`src/rtl/mem_arb_pkg.sv`:
```
// rtl/mem_arb_pkg.sv - shared types and constants for the IF/DM memory port arbiter
package mem_arb_pkg;

    // Widths of the shared memory command; the arbiter's ADDR_W/DATA_W default to these
    localparam int ARB_ADDR_W = 9;
    localparam int ARB_DATA_W = 32;

    // Instruction fetches are always full-word reads
    localparam logic [2:0] FUNCT3_WORD = 3'b010;

    typedef enum logic [1:0] {
        IDLE = 2'd0,
        BUSY = 2'd1,
        RESP = 2'd2
    } arb_state_e;

    typedef enum logic {
        GNT_IF = 1'b0,
        GNT_DM = 1'b1
    } grant_e;

    typedef struct packed {
        logic                  we;
        logic [ARB_ADDR_W-1:0] addr;
        logic [ARB_DATA_W-1:0] wdata;
        logic [2:0]            funct3;
    } mem_req_t;

endpackage

```
`src/rtl/mem_arb_fair_ctr.sv`:
```
// rtl/mem_arb_fair_ctr.sv - saturating count of DM grants made while IF waits (used under MEM_ARB_FAIR_EN)
module mem_arb_fair_ctr #(
    parameter int FAIR_LIMIT = 4
) (
    input  logic clk,
    input  logic reset,
    input  logic inc,
    input  logic clr,
    output logic sat
);

    localparam int CW = (FAIR_LIMIT < 1) ? 1 : $clog2(FAIR_LIMIT + 1);

    logic [CW-1:0] cnt;

    // Count up to FAIR_LIMIT and hold there; clear takes priority over increment
    always_ff @(posedge clk or negedge reset) begin
        if (!reset) begin
            cnt <= '0;
        end else if (clr) begin
            cnt <= '0;
        end else if (inc && !sat) begin
            cnt <= cnt + 1'b1;
        end
    end

    assign sat = (cnt >= CW'(FAIR_LIMIT));

endmodule

```
`src/rtl/mem_port_arbiter.sv`:
```
// rtl/mem_port_arbiter.sv - IF/DM arbiter for a single-ported unified memory; MEM_ARB_FAIR_EN enables IF starvation relief
module mem_port_arbiter
    import mem_arb_pkg::*;
#(
    parameter int ADDR_W     = ARB_ADDR_W,
    parameter int DATA_W     = ARB_DATA_W,
    parameter int FAIR_LIMIT = 4
) (
    input  logic              clk,
    input  logic              reset,
    input  logic              if_req,
    input  logic [ADDR_W-1:0] if_addr,
    output logic              if_ack,
    output logic [DATA_W-1:0] if_rdata,
    input  logic              dm_req,
    input  logic              dm_we,
    input  logic [ADDR_W-1:0] dm_addr,
    input  logic [DATA_W-1:0] dm_wdata,
    input  logic [2:0]        dm_funct3,
    output logic              dm_ack,
    output logic [DATA_W-1:0] dm_rdata,
    output logic              stall_if,
    output logic              stall_dm,
    output logic              mem_req,
    output logic              mem_we,
    output logic [ADDR_W-1:0] mem_addr,
    output logic [DATA_W-1:0] mem_wdata,
    output logic [2:0]        mem_funct3,
    input  logic              mem_ack,
    input  logic [DATA_W-1:0] mem_rdata
);

    // mem_req_t is sized by the package widths, so ADDR_W/DATA_W are expected to match them
    arb_state_e state;
    grant_e     grant;
    mem_req_t   cmd;
    mem_req_t   next_cmd;
    logic       fair_sat;
    logic       if_wins;
    logic       dm_wins;

`ifdef MEM_ARB_FAIR_EN
    logic fair_inc;
    logic fair_clr;

    assign fair_inc = (state == IDLE) & dm_wins & if_req;
    assign fair_clr = (state == IDLE) & (if_wins | ~if_req);

    mem_arb_fair_ctr #(
        .FAIR_LIMIT(FAIR_LIMIT)
    ) u_fair_ctr (
        .clk  (clk),
        .reset(reset),
        .inc  (fair_inc),
        .clr  (fair_clr),
        .sat  (fair_sat)
    );
`else
    assign fair_sat = 1'b0;
`endif

    // DM (the older instruction) wins unless IF has been starved for FAIR_LIMIT DM grants
    assign if_wins = if_req & (~dm_req | (fair_sat & (FAIR_LIMIT > 0)));
    assign dm_wins = dm_req & ~if_wins;

    // Stalls follow the request lines directly so they also hold during reset
    assign stall_if = if_req & ~if_ack;
    assign stall_dm = dm_req & ~dm_ack;

    assign mem_we     = cmd.we;
    assign mem_addr   = cmd.addr;
    assign mem_wdata  = cmd.wdata;
    assign mem_funct3 = cmd.funct3;

    // Build the command for whichever stage would win this cycle
    always_comb begin
        next_cmd.we     = 1'b0;
        next_cmd.addr   = if_addr;
        next_cmd.wdata  = '0;
        next_cmd.funct3 = FUNCT3_WORD;
        if (dm_wins) begin
            next_cmd.we     = dm_we;
            next_cmd.addr   = dm_addr;
            next_cmd.wdata  = dm_wdata;
            next_cmd.funct3 = dm_funct3;
        end
    end

    // Transaction sequencer: grant in IDLE, wait for mem_ack in BUSY, pulse the stage ack in RESP
    always_ff @(posedge clk or negedge reset) begin
        if (!reset) begin
            state    <= IDLE;
            grant    <= GNT_IF;
            cmd      <= '0;
            mem_req  <= 1'b0;
            if_ack   <= 1'b0;
            dm_ack   <= 1'b0;
            if_rdata <= '0;
            dm_rdata <= '0;
        end else begin
            case (state)
                IDLE: begin
                    if (dm_wins || if_wins) begin
                        grant   <= dm_wins ? GNT_DM : GNT_IF;
                        cmd     <= next_cmd;
                        mem_req <= 1'b1;
                        state   <= BUSY;
                    end
                end
                BUSY: begin
                    if (mem_ack) begin
                        mem_req <= 1'b0;
                        state   <= RESP;
                        if (grant == GNT_DM) begin
                            dm_ack   <= 1'b1;
                            dm_rdata <= cmd.we ? '0 : mem_rdata;
                        end else begin
                            if_ack   <= 1'b1;
                            if_rdata <= mem_rdata;
                        end
                    end
                end
                RESP: begin
                    if_ack <= 1'b0;
                    dm_ack <= 1'b0;
                    state  <= IDLE;
                end
                default: begin
                    state <= IDLE;
                end
            endcase
        end
    end

endmodule

```
`config.mk`:
```
export PLATFORM = sky130hd
export DESIGN_NAME = mem_port_arbiter
export DESIGN_NICKNAME = d
export VERILOG_FILES = /design/src/rtl/mem_arb_pkg.sv /design/src/rtl/mem_arb_fair_ctr.sv /design/src/rtl/mem_port_arbiter.sv
export SDC_FILE = /design/constraint.sdc
export NUM_CORES = 1
export LEC_CHECK = 0
export ABC_AREA = 1
export CAP_MARGIN = 20
export CORE_MARGIN = 8
export CORE_UTILIZATION = 46
export CTS_CLUSTER_SIZE = 28
export DETAILED_ROUTE_END_ITERATION = 10
export HOLD_SLACK_MARGIN = 0.03
export PLACE_DENSITY = 0.85
export SLEW_MARGIN = 20
export SYNTH_ARGS = -nofsm -noshare
export SYNTH_HDL_FRONTEND = slang
export SYNTH_SLANG_ARGS = --single-unit
```
`constraint.sdc`:
```
create_clock -name clk -period 1.8 [get_ports clk]
set_input_delay 0.36 -clock clk [delete_from_list [all_inputs] [get_ports clk]]
set_output_delay 0.36 -clock clk [all_outputs]
set_load 0.01 [all_outputs]
```
Yosys cells after proc, flatten, opt, wreduce, memory -nomap -nowiden:

Index checks and enable logic that the tools add are counted.

* equality and inequality tests: 6
* reductions and logical operators: 11
* bitwise gates (word level): 9
* mux-type cells: 15

Operators with widths (number)
* $mux 45: 1
* $mux 32: 1
* $reduce_and 3->1: 5
* $ne 2x2->1 const B: 4
* $mux 1: 7
* $pmux 1 s2: 3
* $not 1->1: 5
* $and 1x1->1: 4
* $mux 2: 2
* $pmux 2 s2: 1
* $reduce_and 2->1: 2
* $reduce_bool 2->1: 2
* $eq 2x1->1 const B: 1
* $eq 2x2->1 const B: 1
* $logic_not 2->1: 1
* $logic_or 1x1->1: 1

* word-level logic and storage cells: 52
* output and inout bits: 114
* bits in registers: 115
* input bits: 91

Longest topological paths before layout:

Gate-level depths: netlist (run 1).

* depth in word-level cells: 7
* depth in mapped cells: 7
* mapped depth without buffers: 5

Least setup slack after synthesis (run 1):

OpenSTA, ideal clock, no wires.

* path kind: register to register
* start point: reg state[1]
* end point: reg cmd (netlist bit mem_wdata[22])
* stages on the path, launching flop included: 7
* path slack: 656 ps
* arrival time: 1027 ps
* path buffers: 2
* data required time: 1683 ps
* path through: dfrtp_1 nor2_1 nand2_1 buf_4 buf_4 nand2_1 nand2_1

* longest elaborated chain between the ends: 2

Ends and longest elaborated chain
* from (decl): line mem_port_arbiter.sv:34 `arb_state_e state;`
* from (signal assigned): line mem_port_arbiter.sv:92 `state <= IDLE;`
* from (signal assigned): line mem_port_arbiter.sv:107 `state <= BUSY;`
* from (signal assigned): line mem_port_arbiter.sv:113 `state <= RESP;`
* $logic_not 2->1: line mem_port_arbiter.sv:101 `case (state)`
* $reduce_and 2->1 (no source line)
* to (signal assigned): line mem_port_arbiter.sv:105 `cmd <= next_cmd;`
* to (decl): line mem_port_arbiter.sv:36 `mem_req_t cmd;`

No other way between the ends.
A chain may end at the register's enable or synchronous reset.

Worst setup path in the final report (run 1):

* start point: reg if_rdata[20]
* end point: out if_rdata[20]

RTL lines
* from (decl): line mem_port_arbiter.sv:14 `output logic [DATA_W-1:0] if_rdata,`
* from (signal assigned): line mem_port_arbiter.sv:119 `if_rdata <= mem_rdata;`

No word-level cell between the ends.

==> flow_summary.toml, run 1 <==
[worst_setup_path]
worst-path-buf-inv = 1
slowest_delay_ns = 0.54
worst_ep_arrival_time_ns = 1.40
criticalPathCategory = "reg2out"
timing.rr.end = "if_rdata[1]$_DFFE_PN0P_"
reg2reg_depth = 5
ff2ff_setup_slack_ns = 0.27
crit_slowest_cell = "clkdlybuf4s50_1"
cp_max_fo = 2
cp-end-kind = "output port"
worstPathRequired_ns = 1.44
critPathLaunchType = "flop"
regToRegStartpoint = "state[0]$_DFFE_PN0P_"
cpLargestDelayFamily = "buffers and inverters"
cp_cell_sequence = "clkdlybuf4s50_1"

[route]
drt_iter0_drc = 289
drt-pass1-iter-count = 5
drtAntennaViolNets = 0
routed_wl_um = 14880
drc = 0
vias_per_cell = 4.840
wl_per_cell_um = 15.53
vias = 4637

[floorplan]
row_count = 38
fp.coreArea_um2 = 10650
io_pins = 205
die_w_um = 119.6
die_y_um = 119.6
start_util_pct = 46.31
die-area_um2 = 14290

[global_route]
grt-ovfl-total = 0
grt.total_usage_pct = 21.14
grt_pass1_wl_um = 24200
antenna_found_initial = 0
grt_pass1_vias = 4795
grt_max_degree = 64

[final_layout]
final_nets = 896
syn_to_final_growth_pct = 57.66
n_antenna_cell = 0
final_cell_count_no_fill = 958
drive_above_1_share_pct = 6.724
final_area_um2 = 7776
fill_cells = 761
post-route-util_pct = 73.01

[logic_synthesis]
synthTopCellsByCount = "nand2_1 (300), dfrtp_1 (115), nand3_1 (68)"
synth_edf_count = 0
synth_cell_types = 15
yosys_warnings = 0
yosysSeqAreaShare_pct = 58.35
synth_top_area_share_pct = 58.35
synth_cells = 602
ys_seq_elements = 115
synth_area_um2 = 4932
syn-num-nets = 693
yosysTopAreaCell = "dfrtp_1"
synthTopCellsByArea = "dfrtp_1 (58%), nand2_1 (23%), nand3_1 (6.9%)"
yosysMostFrequentCell = "nand2_1"
syn_area_per_cell_um2 = 8.193
synth_ff_type = "dfrtp_1"
synthArstFlopShare_pct = 100.0

[clocking]
clockBufferDepth = 2
numCtsBuffers = 17
htreeDepth = 4
clock-sinks = 115
cts_tree = "done"
clk_pin_slew_ns = 0.06
clockRootBuffer = "clkbuf_8"
worstSkewPairLatency_ns = 0.50

[power_and_ir_drop]
p_per_area_nw_per_um2 = 1720
power.leakage_nw = 4.729
peakVddDrop_mv = 0.9010
p_total_mw = 13.38

[placed_design]
dp_cells = 925
placed_area_um2 = 7079
post-place-ws_ns = -0.08449
hpwl_um = 10660
gp_congestion = 0.7953
portBuffers = 204

[sta]
finClkSkew_ns = 0.006379
slew_violations = 0
max_freq_ghz = 0.5690
hold_viol = 0
fin_crit_ns = 1.758
slew_headroom_pct = 68.60
setup_tns_ns = 0
whs_ns = 0.2351
period_share_pct = 97.64
report.final.setup_viol = 0
fin_ws_ns = 0.04247
timing_worst_slew_pin_value_ns = 0.4710
rsz0062_at_grt = "false"

[outcome]
run_status = "finished, final reports clean"

[job]
maxCapViolCount = 0

[worst_hold_path]
hp-class = "in2async"
## worst register-to-register path, delay by kind of cell, from the launching register on
| family | cells | cell delay, ns |
|---|---|---|
| buffers and inverters | 1 | 0.08 |
| AND/OR/NAND/NOR | 4 | 0.92 |
| flip-flops | 1 | 0.43 |
## layout make-up
class	count	area [um^2]	share of cell area, %
repair buffers	218	2248	28.91
well taps	140	175.2	2.253
clock buffers	19	441.7	5.680
inverters	40	150.1	1.931
flip-flops and latches	115	2878	37.01
clock inverters	13	206.4	2.655
multi-input cells	413	1677	21.56
## layer usage
layer	track usage [%]	share of wire [%]	vias to the layer above
li1	-	-	2233
met1	24.12	39	2153
met2	33.57	48	228
met3	10.43	11	23
met4	8.119	2.1	0
met5	0	0	-
## cells in the final DEF, fill, tap and decap left out, types with 9 or more instances in the layout
cell | netlist | layout
nor2_1 | 36 | 35
nand2_1 | 300 | 300
clkbuf_16 | 0 | 16
buf_4 | 12 | 9
inv_1 | 38 | 38
dlygate4sd2_1 | 0 | 59
dlymetal6s2s_1 | 0 | 45
dfrtp_1 | 115 | 115
clkdlybuf4s50_1 | 0 | 99
nand3_1 | 68 | 68
## worst max-delay path by stage
| stage | startpoint | endpoint | slack [ns] | depth (start not counted) |
|---|---|---|---|---|
| 3_3_place_gp | dm_req | stall_dm | -0.09 | 4 |
| 2_1_floorplan | state[1]$_DFFE_PN0P_ | mem_wdata[22]$_DFFE_PN0P_ | 0.66 | 6 |
| 4_1_cts | mem_wdata[2]$_DFFE_PN0P_ | mem_wdata[2] | 0.0003 | 1 |
| 3_5_place_dp | dm_req | stall_dm | -0.08 | 4 |
| 5_1_grt | if_rdata[20]$_DFFE_PN0P_ | if_rdata[20] | 0.0009 | 1 |
| 6_report | if_rdata[20]$_DFFE_PN0P_ | if_rdata[20] | 0.04 | 1 |
## state kept, by name, summed over array words and instances (netlist names)
name        flops
mem_req         1
mem_addr        9
if_rdata       32
mem_wdata      32
dm_rdata       32
state           2
dm_ack          1
mem_we          1
mem_funct3      3
grant           1
if_ack          1
## where the power goes
| group | leakage [nW] | total (mW) | switching, mW | internal (mW) |
|---|---|---|---|---|
| Clock | 0.302 | 3.63 | 1.18 | 2.46 |
| Combinational | 2.97 | 5.29 | 2.92 | 2.38 |
| Sequential | 1.45 | 4.45 | 0.674 | 3.77 |
## kinds of logic after synthesis
group | Yosys count | synth area share [%]
buffers and inverters | 74 | 7.712
DFF | 115 | 58.35
AOI/OAI and AO/OA | 3 | 0.3043
and+or+nand+nor | 410 | 33.64
## what timing repair did
action                                  in CTS  in global routing
endpoints found under the hold margin      115                  0
endpoints found under the setup margin      59                 45
gates resized for setup                     59                 45
hold buffers                                 1                  0
buffers inserted                             0                  0
No activity file was read; power rests on OpenSTA's default activity.
==> run 2: changes to the inputs <==
Settings changed: CORE_UTILIZATION 46 to 48, CTS_BUF_LIST set to sky130_fd_sc_hd__clkbuf_4 sky130_fd_sc_hd__clkbuf_8, PLACE_DENSITY 0.85 to 0.89.
==> flow_summary.toml, run 2 (synthesis gave the netlist of run 1 again) <==
[outcome]
run_status = "finished, final reports clean"

[job]
maxCapViolCount = 0

[sta]
slew_headroom_pct = 69.77
slew_violations = 0
report.final.setup_viol = 0
fin_ws_ns = 0.06273
hold_viol = 0
timing_worst_slew_pin_value_ns = 0.4535
period_share_pct = 96.51
fin_crit_ns = 1.737
max_freq_ghz = 0.5756
rsz0062_at_grt = "false"
finClkSkew_ns = 0.008933

[worst_setup_path]
worstPathRequired_ns = 1.44
cp_cell_sequence = "clkdlybuf4s50_1"
worst_ep_arrival_time_ns = 1.38
cp-end-kind = "output port"
criticalPathCategory = "reg2out"
slowest_delay_ns = 0.57
reg2reg_depth = 5
cpLargestDelayFamily = "buffers and inverters"
crit_cells = 1
crit_slowest_cell = "clkdlybuf4s50_1"
cp_max_fo = 3
critPathLaunchType = "flop"
worst-path-buf-inv = 1

[final_layout]
syn_to_final_growth_pct = 52.61
layout_common_cells = "nand2_1 (300), clkdlybuf4s50_1 (200), dfrtp_1 (115)"
final_common_cell = "nand2_1"
final_cell_count_no_fill = 957
n_antenna_cell = 0
final_area_um2 = 7527
post-route-util_pct = 74.24
final_nets = 899
fill_cells = 685
drive_above_1_share_pct = 7.065

[route]
vias = 4706
vias_per_cell = 4.917
drtAntennaViolNets = 0
routed_wl_um = 15320
wl_per_cell_um = 16.00
drc = 0
drt-pass1-iter-count = 7
drt_iter0_drc = 333

[floorplan]
die_y_um = 117.4
die_w_um = 117.4
io_pins = 205
die-area_um2 = 13780
start_util_pct = 48.65
fp.coreArea_um2 = 10140
row_count = 37

[clocking]
htreeDepth = 4
post_cts_buffers = 0
clk_pin_slew_ns = 0.07
cts_tree = "done"
clockBufferDepth = 2
clock-sinks = 115
clockRootBuffer = "clkbuf_8"
worstSkewPairLatency_ns = 0.42
numCtsBuffers = 17

[global_route]
grt-ovfl-total = 0
grt.total_usage_pct = 22.56
antenna_found_initial = 0
grt_pass1_wl_um = 25120
grt_pass1_vias = 4954
grt_max_degree = 48

[power_and_ir_drop]
peakVddDrop_mv = 0.9344
seqPwrFrac_pct = 34.9
p_sw_share_pct = 36.51
p_int_mw = 8.171
switching_power_mw = 4.699
p_per_area_nw_per_um2 = 1710
power_frac_clock_pct = 19.5
comb_power_share_pct = 45.5
power.leakage_nw = 3.920

[placed_design]
post-place-ws_ns = -0.1381
portBuffers = 204
hpwl_um = 11410
gp_congestion = 0.8097
dp_cells = 924
placed_area_um2 = 7097

[worst_hold_path]
hp-class = "in2async"
## run 2: cell types whose count changed in the layout (fill, tap and decap cells not counted), moves of 3 or more
cell | before | now
clkinv_2 | 2 | 5
clkinvlp_4 | 5 | 2
clkbuf_16 | 16 | 0
dlymetal6s2s_1 | 45 | 1
clkbuf_8 | 3 | 20
buf_4 | 9 | 12
clkdlybuf4s50_1 | 99 | 200
dlygate4sd2_1 | 59 | 2
## run 2: power by group through the flow
stage | clock network (mW) | registers, mW | logic (mW)
floorplan | 0 | 4.97 | 2.11
global placement | 0 | 4.44 | 5.78
detailed placement | 0 | 4.51 | 5.94
CTS | 2.56 | 4.49 | 5.97
global route | 2.68 | 4.63 | 6.40
finish | 2.52 | 4.50 | 5.86
## run 2: final timing paths
path,slack (ns),startpoint,endpoint
max in group asynchronous,0.83,reset,if_rdata[11]$_DFFE_PN0P_
worst min-delay path,0.41,reset,if_rdata[15]$_DFFE_PN0P_
worst min register to register,0.47,dm_rdata[24]$_DFFE_PN0P_,dm_rdata[24]$_DFFE_PN0P_
min in group clk,0.47,dm_rdata[24]$_DFFE_PN0P_,dm_rdata[24]$_DFFE_PN0P_
worst max register to register,0.47,state[0]$_DFFE_PN0P_,dm_rdata[11]$_DFFE_PN0P_
worst max-delay path,0.06,dm_ack$_DFFE_PN0P_,dm_ack
## run 2: final cells by class
type | count | area, um^2 | share of cell area (%)
Sequential cell | 115 | 2878 | 38.23
Timing Repair Buffer | 221 | 2232 | 29.65
Multi-Input combinational cell | 413 | 1677 | 22.27
Clock buffer | 22 | 290.3 | 3.856
Tap cell | 136 | 170.2 | 2.261
Inverter | 40 | 150.1 | 1.995
Clock inverter | 10 | 130.1 | 1.729
## run 2: through the flow
stage               total power, mW  hold slack, ns  TNS (ns)
detailed placement            10.45          0.3114   -0.4868
global route                  13.71          0.4139         0
floorplan                     7.080         0.06441         0
global placement              10.22          0.3148   -0.1830
finish                        12.87          0.4083         0
CTS                           13.02          0.3908         0
## run 2: worst register-to-register path, cell delays in order (launching register included)
cell and delay (ns):
dfrtp_1 0.43, inv_2 0.08, nor2_4 0.20, nand2_4 0.26
nand2_1 0.18, nand2_1 0.07
## run 2: metal layers
layer	track usage, %	up-vias	routed length [um]
met5	0	-	0
met4	7.056	0	143
met3	10.65	12	1788
met2	35.76	242	7144
met1	26.54	2214	6241
li1	-	2238	-
## run 2: timing repair
item | CTS | global route
gates resized for setup | 2 | 1
hold endpoints to repair | 24 | 0
endpoints found under the setup margin | 2 | 1
hold buffers | 1 | 0
==> run 3: changes to the inputs <==
Settings changed: GPL_TIMING_DRIVEN set to 0.
==> flow_summary.toml, run 3 (synthesis gave the netlist of run 1 again) <==
[final_layout]
final_nets = 917
post-route-util_pct = 75.71
drive_above_1_share_pct = 8.582
layout_common_cells = "nand2_1 (300), clkdlybuf4s50_1 (199), dfrtp_1 (115)"
n_antenna_cell = 0
final_common_cell = "nand2_1"
fill_cells = 728
syn_to_final_growth_pct = 55.63

[route]
vias_per_cell = 4.923
vias = 4800
drc = 0
drtAntennaViolNets = 0
drt-pass1-iter-count = 7
wl_per_cell_um = 16.10
routed_wl_um = 15700
drt_iter0_drc = 358

[worst_setup_path]
worstPathRequired_ns = 1.44
cpLargestDelayFamily = "buffers and inverters"
critPathLaunchType = "flop"
slowest_delay_ns = 0.57
criticalPathCategory = "reg2out"
reg2reg_depth = 5
worst_ep_arrival_time_ns = 1.38
regToRegStartpoint = "mem_we$_DFFE_PN0P_"
cp-end-kind = "output port"
cp_cell_sequence = "clkdlybuf4s50_1"
ff2ff_setup_slack_ns = 0.50
crit_slowest_cell = "clkdlybuf4s50_1"
timing.rr.end = "dm_rdata[29]$_DFFE_PN0P_"
worst-path-buf-inv = 1
cp_max_fo = 2

[placed_design]
gp_congestion = 0.8997
post-place-ws_ns = -0.4651
hpwl_um = 12070
portBuffers = 204

[outcome]
run_status = "finished, final reports clean"

[floorplan]
io_pins = 205
start_util_pct = 48.65
die_y_um = 117.4
row_count = 37
die-area_um2 = 13780
fp.coreArea_um2 = 10140
die_w_um = 117.4

[sta]
rsz0062_at_grt = "false"
slew_violations = 0
slew_headroom_pct = 67.58
fin_crit_ns = 1.738
hold_viol = 0
period_share_pct = 96.56
finClkSkew_ns = 0.009321
max_freq_ghz = 0.5754
report.final.setup_viol = 0
fin_ws_ns = 0.06194
timing_worst_slew_pin_value_ns = 0.4863

[clocking]
cts_tree = "done"
numCtsBuffers = 17
worstSkewPairLatency_ns = 0.41
clockBufferDepth = 2
post_cts_buffers = 0
clock-sinks = 115
clk_pin_slew_ns = 0.07
clockRootBuffer = "clkbuf_8"
htreeDepth = 4

[power_and_ir_drop]
p_int_mw = 8.679
switching_power_mw = 4.721
p_sw_share_pct = 35.23
p_per_area_nw_per_um2 = 1746
comb_power_share_pct = 44.7
power_frac_clock_pct = 21.8
seqPwrFrac_pct = 33.5
power.leakage_nw = 4.018
peakVddDrop_mv = 0.9026

[global_route]
antenna_found_initial = 1
grt_pass1_wl_um = 25580
grt_pass1_vias = 5000
grt.total_usage_pct = 23.11
grt_max_degree = 79
grt-ovfl-total = 0

[worst_hold_path]
hp-class = "in2async"

[job]
maxCapViolCount = 0
==> run 3: cell types whose count changed in the layout (fill, tap and decap cells not counted), sizes merged <==
| cell | previous run | this run |
|---|---|---|
| clkbuf | 22 | 29 |
| dlymetal6s2s | 1 | 2 |
| bufinv | 3 | 5 |
| clkinvlp | 2 | 1 |
| dlygate4sd2 | 2 | 1 |
| buf | 17 | 31 |
| clkdlybuf4s50 | 200 | 199 |
| clkinv | 5 | 2 |
==> run 3: how the worst max path moves through the flow <==
stage | endpoint | from | cells past startpoint
2_1_floorplan | mem_wdata[22]$_DFFE_PN0P_ | state[1]$_DFFE_PN0P_ | 6
3_3_place_gp | mem_wdata[8]$_DFFE_PN0P_ | reset | 1
3_5_place_dp | stall_dm | dm_req | 5
4_1_cts | dm_ack | dm_ack$_DFFE_PN0P_ | 1
5_1_grt | mem_funct3[0] | mem_funct3[0]$_DFFE_PN0P_ | 1
6_report | mem_funct3[0] | mem_funct3[0]$_DFFE_PN0P_ | 1
==> run 3: worst reg2reg max path: cells and delay by family, from the launching register on <==
family	cells	cell delay, ns
flops	1	0.36
buf+inv	2	0.56
simple gates	3	0.28
==> run 3: routing by layer <==
layer	part of all wire, %	vias to the layer above	global-route usage (%)	wire length [um]
met5	0.083	-	0	13
met2	47	267	38.09	7314
met1	39	2234	24.94	6053
met3	13	22	11.89	2062
met4	1.6	2	8.273	254
li1	-	2275	-	-
==> run 3: area by class of cell <==
class | instances | area [um^2] | share of cell area (%)
inverter | 40 | 150.1 | 1.956
clock inverter | 8 | 167.7 | 2.184
tap | 136 | 170.2 | 2.217
multi-input combinational | 413 | 1674 | 21.81
timing repair buffer | 206 | 2079 | 27.09
clock buffer | 24 | 330.3 | 4.303
sequential | 115 | 2878 | 37.49
buffer | 33 | 226.5 | 2.950
==> run 3: power by group through the flow <==
stage / logic [mW] / clock network (mW) / registers [mW]
floorplan: 2.11 / 0 / 4.97
global placement: 5.90 / 0 / 4.44
detailed placement: 6.07 / 0 / 4.51
CTS: 6.08 / 2.96 / 4.49
global route: 6.56 / 3.07 / 4.62
finish: 5.99 / 2.91 / 4.49
==> run 3: per-stage QoR <==
step           cell area (um^2)  power (mW)  setup TNS, ns  hold WS, ns  cells
2_1_floorplan              4932       7.080              0      0.06441    602
3_3_place_gp               7144       10.34        -448.00       0.4520    942
3_5_place_dp               7173       10.58        -0.6414       0.2905    943
4_1_cts                    7675       13.53              0       0.4096    975
5_1_grt                    7676       14.25              0       0.4395    975
6_report                   7676       13.40              0       0.4222    975
==> run 3: repair_timing <==
item,4_1_cts,5_1_grt
hold buffers,1,0
setup endpoints to repair,2,3
endpoints found under the hold margin,37,0
resized for setup,3,4
pin swaps,0,0
